===== config.mk =====
export PLATFORM = sky130hd
export DESIGN_NAME = seg_scan_driver
export DESIGN_NICKNAME = d
export VERILOG_FILES = /design/src/rtl/seg_scan_driver.sv
export SDC_FILE = /design/constraint.sdc
export NUM_CORES = 1
export LEC_CHECK = 0
export ABC_AREA = 1
export BUFFER_PORTS_ARGS = -buffer_cell sky130_fd_sc_hd__buf_2
export CAP_MARGIN = 25
export CORE_MARGIN = 2
export CORE_UTILIZATION = 33
export DETAILED_ROUTE_END_ITERATION = 12
export GPL_TIMING_DRIVEN = 0
export SETUP_SLACK_MARGIN = 0.3
export SYNTH_ARGS = -nofsm -noshare
export SYNTH_HDL_FRONTEND = slang
export SYNTH_SLANG_ARGS = --single-unit

===== constraint.sdc =====
create_clock -name clk -period 2.7 [get_ports clk]
set_clock_uncertainty 0.1 [all_clocks]
set_input_delay 0.405 -clock clk [delete_from_list [all_inputs] [get_ports clk]]
set_output_delay 0.405 -clock clk [all_outputs]
set_load 0.01 [all_outputs]

===== src/rtl/seg_scan_driver.sv =====
// rtl/seg_scan_driver.sv - eight-digit multiplexed seven-segment scan driver
//
// Purpose:
//   Scans a 32-bit display word onto eight shared seven-segment digits. Each
//   nibble is shown as one hex digit, one digit at a time, in rotation. The
//   word is copied into a shadow register once per frame, so a CPU write that
//   lands mid-frame never shows part old value and part new value.
//
// Parameters:
//   SCAN_DIV  clock cycles per digit slot (2 or more)
//   LZ_BLANK  1 blanks leading zero digits (digit 0 always shown)
//
// Ports:
//   clk     system clock, rising edge
//   reset   asynchronous active-high reset
//   cs      display enable, 0 blanks the outputs (scan keeps running)
//   i_data  display word, digit k shows i_data[4k+3:4k]
//   o_seg   segments {dp,g,f,e,d,c,b,a}, active-low, registered
//   o_sel   digit select, one-hot active-low, registered

module seg_scan_driver #(
    parameter int SCAN_DIV = 100000,
    parameter bit LZ_BLANK = 1'b0
) (
    input  logic        clk,
    input  logic        reset,
    input  logic        cs,
    input  logic [31:0] i_data,
    output logic [7:0]  o_seg,
    output logic [7:0]  o_sel
);

    localparam int            CW       = $clog2(SCAN_DIV);
    localparam logic [CW-1:0] CNT_LAST = CW'(SCAN_DIV - 1);

    logic [CW-1:0] cnt;
    logic [2:0]    dig;
    logic [31:0]   shadow;
    logic          dead;

    logic          tick;
    logic          wrap;
    logic [4:0]    nib_base;
    logic [3:0]    nib;
    logic [31:0]   upper;
    logic          lz;

    assign tick     = (cnt == CNT_LAST);
    assign wrap     = tick && (dig == 3'd7);
    assign nib_base = {dig, 2'b00};
    assign nib      = shadow[nib_base +: 4];

    // Nibbles dig..7 of the shadow word; all zero means this digit is a
    // leading zero. Digit 0 is exempt so a zero word still shows "0".
    assign upper = shadow >> nib_base;
    assign lz    = LZ_BLANK && (dig != 3'd0) && (upper == 32'd0);

    function automatic logic [7:0] hex7(input logic [3:0] n);
        logic [7:0] s;
        case (n)
            4'h0: s = 8'hC0;
            4'h1: s = 8'hF9;
            4'h2: s = 8'hA4;
            4'h3: s = 8'hB0;
            4'h4: s = 8'h99;
            4'h5: s = 8'h92;
            4'h6: s = 8'h82;
            4'h7: s = 8'hF8;
            4'h8: s = 8'h80;
            4'h9: s = 8'h90;
            4'hA: s = 8'h88;
            4'hB: s = 8'h83;
            4'hC: s = 8'hC6;
            4'hD: s = 8'hA1;
            4'hE: s = 8'h86;
            default: s = 8'h8E;
        endcase
        return s;
    endfunction

    always_ff @(posedge clk or posedge reset) begin
        if (reset) begin
            cnt    <= '0;
            dig    <= 3'd0;
            shadow <= 32'd0;
            dead   <= 1'b1;
            o_sel  <= 8'hFF;
            o_seg  <= 8'hFF;
        end else begin
            cnt <= tick ? '0 : cnt + CW'(1);
            if (tick) begin
                dig <= dig + 3'd1;
            end
            // Snapshot only at the frame boundary so a frame is never torn.
            if (wrap && cs) begin
                shadow <= i_data;
            end
            // One blank cycle at the start of every slot lets the previous
            // digit's driver turn off before the next one turns on.
            dead <= tick;
            if (!cs || dead) begin
                o_sel <= 8'hFF;
                o_seg <= 8'hFF;
            end else begin
                o_sel <= ~(8'd1 << dig);
                o_seg <= lz ? 8'hFF : hex7(nib);
            end
        end
    end

endmodule


==> results of run 1 <==
## synth_stat cells (2+ instances only)
master and instances:
a21oi_1 3, buf_2 4, buf_4 2, buf_6 6, dfrtp_1 52, dfstp_2 16, ha_1 13, inv_1 86
inv_2 4, nand2_1 93, nand2_2 23, nand3_1 54, nand4_1 3, nor2_1 28, nor2_4 2, o21ai_0 6
o21ai_2 32, xor2_1 7
## layout make-up
type / instances / area [sq um] / area share [%]
sequential: 68 / 1720 / 38.5
tap: 140 / 175 / 3.92
buffer: 13 / 110 / 2.46
multi-input combinational: 274 / 1540 / 34.5
clock inverter: 6 / 90.1 / 2.01
clock buffer: 10 / 229 / 5.12
timing repair buffer: 49 / 245 / 5.48
inverter: 93 / 358 / 8.00
## final timing paths
kind | endpoint | cells after the start | slack [ns] | start
worst max-delay path | o_seg[6]$_DFF_PP1_ | 13 | 0.56 | dig[0]$_DFFE_PP0N_
worst min register to register | cnt[0]$_DFF_PP0_ | 1 | 0.37 | cnt[0]$_DFF_PP0_
min in group clk | shadow[7]$_DFFE_PP0P_ | 3 | 0.21 | i_data[7]
worst min-delay path | cnt[12]$_DFF_PP0_ | 2 | 0.15 | reset
max in group asynchronous | shadow[1]$_DFFE_PP0P_ | 2 | 1.80 | reset
worst max register to register | o_seg[6]$_DFF_PP1_ | 13 | 0.56 | dig[0]$_DFFE_PP0N_
## power groups by stage
stage | registers, mW | logic [mW] | clock network [mW]
floorplan | 1.05 | 0.0360 | 0
global placement | 1.05 | 0.0781 | 0
detailed placement | 1.05 | 0.0788 | 0
CTS | 1.03 | 0.0788 | 1.28
global route | 1.03 | 0.0891 | 1.33
finish | 1.03 | 0.0757 | 1.25
## cell usage in the layout, fill, tap and decap left out, drive strengths merged
| master | count |
|---|---|
| nand2 | 117 |
| inv | 90 |
| buf | 61 |
| nand3 | 56 |
| dfrtp | 52 |
| o21ai | 38 |
| nor2 | 31 |
| dfstp | 16 |
| ha | 13 |
| clkbuf | 11 |
| xor2 | 7 |
| clkinv | 6 |
| nand4 | 3 |
| a21oi | 3 |
| bufinv | 2 |
| a31oi | 1 |
| nor3 | 1 |
| o21a | 1 |
| o211ai | 1 |
| and2 | 1 |
| conb | 1 |
| clkinvlp | 1 |
## per-layer routing
metal / up-vias / track usage, %
met2: 61 / 21.4
met5: - / 0
met3: 6 / 3.29
met1: 1363 / 19.7
li1: 1483 / -
met4: 0 / 4.11
## metrics by stage
step / setup slack [ns] / cells / hold WS (ns)
after floorplan: 0.510 / 448 / 0.330
after global placement: -0.372 / 637 / 0.349
after detailed placement: 0.481 / 637 / 0.362
after CTS: 0.454 / 653 / 0.182
after global routing: 0.340 / 653 / 0.210
final: 0.555 / 653 / 0.152
## registers in the layout, summed over array words and instances (netlist names)
name	flops
o_sel	8
cnt	17
dead	1
shadow	32
dig	3
o_seg	7
## cells by family (layout without fill, tap and decap cells)
logic type | Yosys count | in the layout | share of synthesized area (%)
AO/OA/AOI/OAI | 44 | 44 | 9.31
XOR/XNOR | 7 | 7 | 1.65
AND/OR/NAND/NOR | 209 | 209 | 25.9
buffers and inverters | 106 | 171 | 12.4
other | 1 | 1 | 0.101
adder cells (fa/ha/maj) | 13 | 13 | 4.37
flip-flops | 68 | 68 | 46.2
==> results.cfg, run 1 <==
[setup_path]
worst_setup_path_end_kind = register
arrival_ns = 2.28
cp-start-kind = register
cp.required_ns = 2.83
crit_fanout = 11
worst-path-buf-inv = 4
path_cells = buf_2 -> inv_2 -> buf_6 -> nand2_1 -> nand3_1 -> nand3_1 -> nand2_2 -> inv_1 -> ha_1 -> nand3_1 -> nand2_1 -> nand2_1 -> nand3_1
slowest_stage = dfrtp_1
critPathMaxStageDelay_ns = 0.39
criticalPathCategory = register to register
crit_family = simple AND/OR/NAND/NOR gates
crit_top_cell = nand3_1

[synth]
syn_inst = 448
yosys-top-cells-area = dfrtp_1, dfstp_2, nand2_1
syn_area_sq_um = 3720
synth_area_per_cell_sq_um = 8.31
yosysSeqAreaShare_pct = 46.2
yosysTopAreaCell = dfrtp_1
synth-main-ff-cell = dfrtp_1
synth_edf_count = 0
ys_types = 32
ys_ff_latch = 68
synth_fp_nets = 496
synth_warnings = 0
ys_async_sr_fraction_pct = 100
synth_top_area_share_pct = 34.9

[clock_tree]
cts_hold_buf = 0
cts-root-buf = clkbuf_16
cts_setup_buffers = 0
clk_latency_ns = 0.32
cts_buffer_depth = 2
path_clk_slew_ns = 0.06
cts.sinks = 68
cts_buffers = 9
ctsResizeCount = 0
cts-htree-levels = 3
cts_tree = yes

[grt]
grt_pass1_wl_microns = 13400
grt_remaining_overflow = 0
grt_pass1_vias = 2899
antenna_found_initial = 0
grt_max_degree = 69
grt_usage_pct = 14.0

[drt]
met2_length_microns = 3310
viasPerCell = 4.46
postRouteAntennaNets = 0
routed.top_layer = met4
drc = 0
wl_per_cell_microns = 11.4
wl_microns = 7470
wl_met1_microns = 3790
dr_wl_met3_microns = 303
drtIter0Drc = 132
firstDrtPassIters = 4
vias = 2913

[power]
switchingPower_mw = 0.487
p_per_area_nw_per_um2 = 526
ir_drop_mv = 0.239
clock_power_share_pct = 53.0
p_leak_nw = 2.26
power_mw = 2.35
p_int_mw = 1.87
sequentialPowerShare_pct = 43.8
pwr-share-comb_pct = 3.2
switching_share_pct = 20.7

[finish]
area_growth_pct = 20.1
layout-drive-gt1-share_pct = 31.4
final_area_sq_um = 4470
num-nets-final = 556
finish.utilization_pct = 40.9
num-fill-cells = 1139
antennaDiodeCount = 0

[sta]
period_share_pct = 79.4
setup_violations = 0
hold_violations = 0
fmaxAchievable_mhz = 466
fin_tns_setup_ns = 0
worst_slew_pin_slew_ns = 0.831
rsz0062_at_grt = no
slew_viol_final = 0
layout_min_cycle_time_ns = 2.14
timing.slew.headroom_pct = 44.6

[placed_design]
placedInstanceArea_sq_um = 4150
io_buffers = 49
hpwl_microns = 5410
place_congestion = 0.848

[floorplanning]
io-pin-count = 51
initial_core_util_pct = 34.1
die_width_microns = 110
die_h_microns = 110
coreArea_sq_um = 10900
rows = 38
die_area_sq_um = 12100

[status]
outcome = finished clean

[run]
maxCapViolCount = 0

[worst_hold_path]
hold_class = primary input to async pin
(Power assumes the default switching activity.)
==> inputs of run 2 (changes only) <==
Clock period 2.7 ns to 2.1 ns, I/O delays scaled along.
==> results.cfg, run 2 (synthesized netlist as in run 1, its figures left out) <==
[status]
outcome = finished clean

[power]
p_int_mw = 2.28
sequentialPowerShare_pct = 45.4
pwr-share-comb_pct = 3.6
clock_power_share_pct = 51.0
p_leak_nw = 2.40
switching_share_pct = 21.9
ir_drop_mv = 0.283
switchingPower_mw = 0.639
p_per_area_nw_per_um2 = 586

[clock_tree]
cts.sinks = 68
path_clk_slew_ns = 0.06
cts_buffer_depth = 2
clk_latency_ns = 0.33
cts-htree-levels = 3
cts_buffers = 9
cts_tree = yes
cts-root-buf = clkbuf_16

[grt]
grt_pass1_wl_microns = 13900
grt_usage_pct = 14.7
grt_pass1_vias = 2997
grt_remaining_overflow = 0
antenna_found_initial = 0
grt_max_degree = 39

[finish]
regMostFlops = shadow
multi_input_area_sq_um = 1800
ff_latch_area_sq_um = 1720
finish.utilization_pct = 45.6
num-nets-final = 577
largest_reg_flops = 32
stdcell_count = 674
num-fill-cells = 1030
layout_commonest_cell = inv_1
layout-drive-gt1-share_pct = 41.8
antennaDiodeCount = 0
final_cell_mix = inv_1, nand2_1, dfrtp_1
top_regs = shadow: 32 flops, cnt: 17 flops, o_sel: 8 flops
area_growth_pct = 33.9

[drt]
drtIter0Drc = 178
drc = 0
firstDrtPassIters = 5
wl_per_cell_microns = 12.3
wl_microns = 8320
viasPerCell = 4.53
vias = 3051
postRouteAntennaNets = 0

[worst_hold_path]
hold_class = primary input to register

[setup_path]
cp-start-kind = register
worst_setup_path_end_kind = register
cp.required_ns = 2.24
criticalPathCategory = register to register
arrival_ns = 1.97
crit_fanout = 10

[floorplanning]
die_width_microns = 110
coreArea_sq_um = 10900
rows = 38
io-pin-count = 51
die_h_microns = 110
initial_core_util_pct = 34.1
die_area_sq_um = 12100

[placed_design]
place_congestion = 0.854
numPlacedInstances = 638
io_buffers = 49
place_ws_ns = 0.0168
hpwl_microns = 5580

[sta]
hold_violations = 0
fmaxAchievable_mhz = 546
worst_hold_slack_ns = 0.118
period_share_pct = 87.2
layout_min_cycle_time_ns = 1.83
rsz0062_at_grt = yes
setup_violations = 0
fin_tns_setup_ns = 0
slew_viol_final = 0
worst_slew_pin_slew_ns = 0.656
timing.slew.headroom_pct = 56.2
fin_ws_ns = 0.270

[run]
maxCapViolCount = 0
## run 2: layout make-up
type,instances,area share (%)
sequential,68,34.5
inverter,93,7.70
multi-input combinational,275,36.0
clock buffer,10,4.59
buffer,13,2.89
timing repair buffer,69,9.44
tap,140,3.51
clock inverter,6,1.33
## run 2: repair_timing
item                                   4_1_cts  5_1_grt
setup buffers                               12        3
cloned                                       4        0
endpoints found under the hold margin        7        0
setup endpoints to repair                   39       41
hold buffers                                 1        0
pin swaps                                    8       11
gates resized for setup                     38       42
## run 2: worst max-delay path, cell delays in order (launching register included)
cell,delay [ns]
dfrtp_1,0.39
buf_6,0.14
buf_6,0.14
nand2_1,0.08
nand3_2,0.09
nand3_1,0.11
nand2_2,0.12
ha_4,0.29
nand3_1,0.07
nand3_1,0.11
nand3_1,0.09
## run 2: worst paths after layout
path,from,slack (ns),endpoint,cells after the start
min reg2reg,shadow[30]$_DFFE_PP0P_,0.39,shadow[30]$_DFFE_PP0P_,2
max,dig[0]$_DFFE_PP0N_,0.27,o_seg[3]$_DFF_PP1_,10
max reg2reg,dig[0]$_DFFE_PP0N_,0.27,o_seg[3]$_DFF_PP1_,10
max in group asynchronous,reset,0.71,o_sel[3]$_DFF_PP1_,4
min in group asynchronous,reset,0.53,shadow[13]$_DFFE_PP0P_,3
min,i_data[5],0.12,shadow[5]$_DFFE_PP0P_,3
## run 2: per-stage QoR
step	power [mW]	area [sq um]
after floorplan	1.40	3740
after global placement	1.45	4160
after detailed placement	1.45	4180
after CTS	2.95	4800
after global routing	3.03	4990
final	2.92	4990
## run 2: metal layers
metal | routed length (microns) | share of wire [%] | GRT usage, %
met5 | 0 | 0 | 0
met4 | 120 | 1.4 | 5.36
met3 | 388 | 4.7 | 2.53
met2 | 3870 | 46 | 23.5
met1 | 3940 | 47 | 20.0
## run 2: power groups by stage
stage / Clock [mW] / Combinational, mW / Sequential [mW]
after global placement: 0 / 0.100 / 1.35
after detailed placement: 0 / 0.106 / 1.35
after floorplan: 0 / 0.0466 / 1.35
after global routing: 1.58 / 0.123 / 1.32
after CTS: 1.52 / 0.109 / 1.33
final: 1.49 / 0.106 / 1.33
==> inputs of run 3 (changes only) <==
Settings changed: ABC_AREA 1 to 0, CTS_CLUSTER_SIZE set to 14.
==> results.cfg, run 3 <==
[finish]
final_cell_mix = dfrtp_1, buf_2, mux2_4
num-nets-final = 400
layout_commonest_cell = dfrtp_1
finish.utilization_pct = 47.2
largest_reg_flops = 32
layout-drive-gt1-share_pct = 55.2
regMostFlops = shadow
area_growth_pct = 38.3
stdcell_count = 490
num-fill-cells = 900
top_regs = shadow: 32 flops, cnt: 17 flops, o_sel: 8 flops
antennaDiodeCount = 0

[drt]
wl_per_cell_microns = 15.3
firstDrtPassIters = 4
vias = 2286
wl_microns = 7510
postRouteAntennaNets = 0
drtIter0Drc = 78
drc = 0
viasPerCell = 4.67

[power]
p_leak_nw = 2.07
p_per_area_nw_per_um2 = 502
ir_drop_mv = 0.220

[floorplanning]
io-pin-count = 51
coreArea_sq_um = 9860
die_area_sq_um = 11000
die_width_microns = 105
die_h_microns = 105
initial_core_util_pct = 34.2
rows = 36

[setup_path]
cp.required_ns = 2.23
crit_family = simple AND/OR/NAND/NOR gates
criticalPathCategory = register to register
cp-start-kind = register
arrival_ns = 2.75
worst-path-buf-inv = 2
slowest_stage = or4b_4
worst_setup_path_end_kind = register
crit_fanout = 7
critPathMaxStageDelay_ns = 0.54
path_cells = or4b_4 -> or4_4 -> nor2_4 -> and3_4 -> buf_12 -> clkbuf_16 -> mux2_4

[sta]
worst_slew_pin_slew_ns = 0.715
period_share_pct = 125
fmaxAchievable_mhz = 382
slew_viol_final = 0
hold_violations = 0
timing.slew.headroom_pct = 52.2
fin_ws_ns = -0.515
rsz0062_at_grt = yes
setup_violations = 48
layout_min_cycle_time_ns = 2.62

[synth]
synth_area_per_cell_sq_um = 13.2
yosysTopAreaCell = dfrtp_1
ys_async_sr_fraction_pct = 100
synth_top_area_share_pct = 38.6
synth-main-ff-cell = dfrtp_1
synth_edf_count = 0
synth_warnings = 0
syn_inst = 255
synth_fp_nets = 303
synth.most_common_cell = dfrtp_1
ys_top_cells_by_count = dfrtp_1, mux2_4, dfstp_2
ys_types = 43
yosys-top-cells-area = dfrtp_1, mux2_4, dfstp_2
yosysSeqAreaShare_pct = 51.1
syn_area_sq_um = 3370
ys_ff_latch = 68

[clock_tree]
clk_latency_ns = 0.35
path_clk_slew_ns = 0.08
cts-root-buf = clkbuf_8
cts.sinks = 68
cts-htree-levels = 3
cts_buffers = 9
cts_buffer_depth = 2
cts_tree = yes

[placed_design]
io_buffers = 49
place_congestion = 0.798
hpwl_microns = 4640
numPlacedInstances = 438

[grt]
antenna_found_initial = 0
grt_pass1_vias = 2329
grt_usage_pct = 14.0
grt_pass1_wl_microns = 11900
grt_max_degree = 39
grt_remaining_overflow = 0

[status]
outcome = finished with violations
violations = negative setup slack

[run]
maxCapViolCount = 0

[worst_hold_path]
hold_class = primary input to register
==> run 3: changes by cell type after synthesis, moves of 7 or more <==
cell / change
mux2i_1: +9
nor2_1: -13
o21ai_2: -32
nand3_1: -43
clkbuf_1: +7
inv_1: -79
nand2_2: -23
nand2_1: -78
mux2_4: +30
xnor2_1: +9
==> run 3: cell type report <==
type                    count  area, sq um  share of cell area [%]
flip-flops and latches     68         1720                    37.0
multi-input cells         166         1710                    36.6
repair buffers             86          674                    14.5
plain buffers              14          198                    4.24
well taps                 133          166                    3.57
clock buffers              12          135                    2.90
inverters                   7         30.0                   0.644
clock inverters             4         26.3                   0.564
==> run 3: metal layers <==
layer | GRT usage (%) | part of all wire, % | vias to the layer above
li1 | - | - | 1095
met1 | 19.2 | 48 | 1118
met2 | 21.5 | 47 | 59
met3 | 2.37 | 3.6 | 14
met4 | 6.38 | 2.0 | 0
met5 | 0 | 0 | -
==> run 3: cells by family (layout without fill, tap and decap cells) <==
family | Yosys count | after routing | synth area share [%]
mux | 48 | 48 | 21.0
buf+inv | 21 | 123 | 4.23
flops | 68 | 68 | 51.1
compound gates | 19 | 19 | 3.71
fa+ha+maj | 13 | 13 | 4.83
simple gates | 69 | 69 | 10.8
xor+xnor | 16 | 16 | 4.16
other cells | 1 | 1 | 0.111
==> run 3: timing repair <==
action	CTS	global route
pin swaps	11	7
cloned	2	3
hold buffers	1	0
buffers inserted	22	8
hold endpoints to repair	28	0
gates resized for setup	36	16
endpoints found under the setup margin	52	53
==> run 3: power breakdown <==
group / switching, mW / internal (mW)
logic: 0.0556 / 0.0399
clock network: 0.494 / 0.428
registers: 0.00133 / 1.32
==> run 3: worst paths after layout <==
path	startpoint	endpoint	slack (ns)	cells past startpoint
worst max-delay path	cnt[13]$_DFF_PP0_	shadow[28]$_DFFE_PP0P_	-0.52	7
max in group asynchronous	reset	o_sel[3]$_DFF_PP1_	0.69	4
worst min register to register	cnt[0]$_DFF_PP0_	cnt[0]$_DFF_PP0_	0.39	1
worst max register to register	cnt[13]$_DFF_PP0_	shadow[28]$_DFFE_PP0P_	-0.52	7
min in group asynchronous	reset	shadow[8]$_DFFE_PP0P_	0.53	3
worst min-delay path	i_data[29]	shadow[29]$_DFFE_PP0P_	0.1	2
==> run 3: per-stage QoR <==
step | setup TNS [ns] | setup slack, ns | total power [mW] | hold slack [ns] | area, sq um
2_1_floorplan | -14.68 | -0.458 | 1.38 | 0.359 | 3480
3_3_place_gp | -22.68 | -0.642 | 1.44 | 0.374 | 3900
3_5_place_dp | -23.22 | -0.657 | 1.44 | 0.366 | 3920
4_1_cts | -16.96 | -0.527 | 2.37 | 0.0797 | 4460
5_1_grt | -19.56 | -0.557 | 2.43 | 0.0828 | 4660
6_report | -17.07 | -0.515 | 2.34 | 0.0970 | 4660
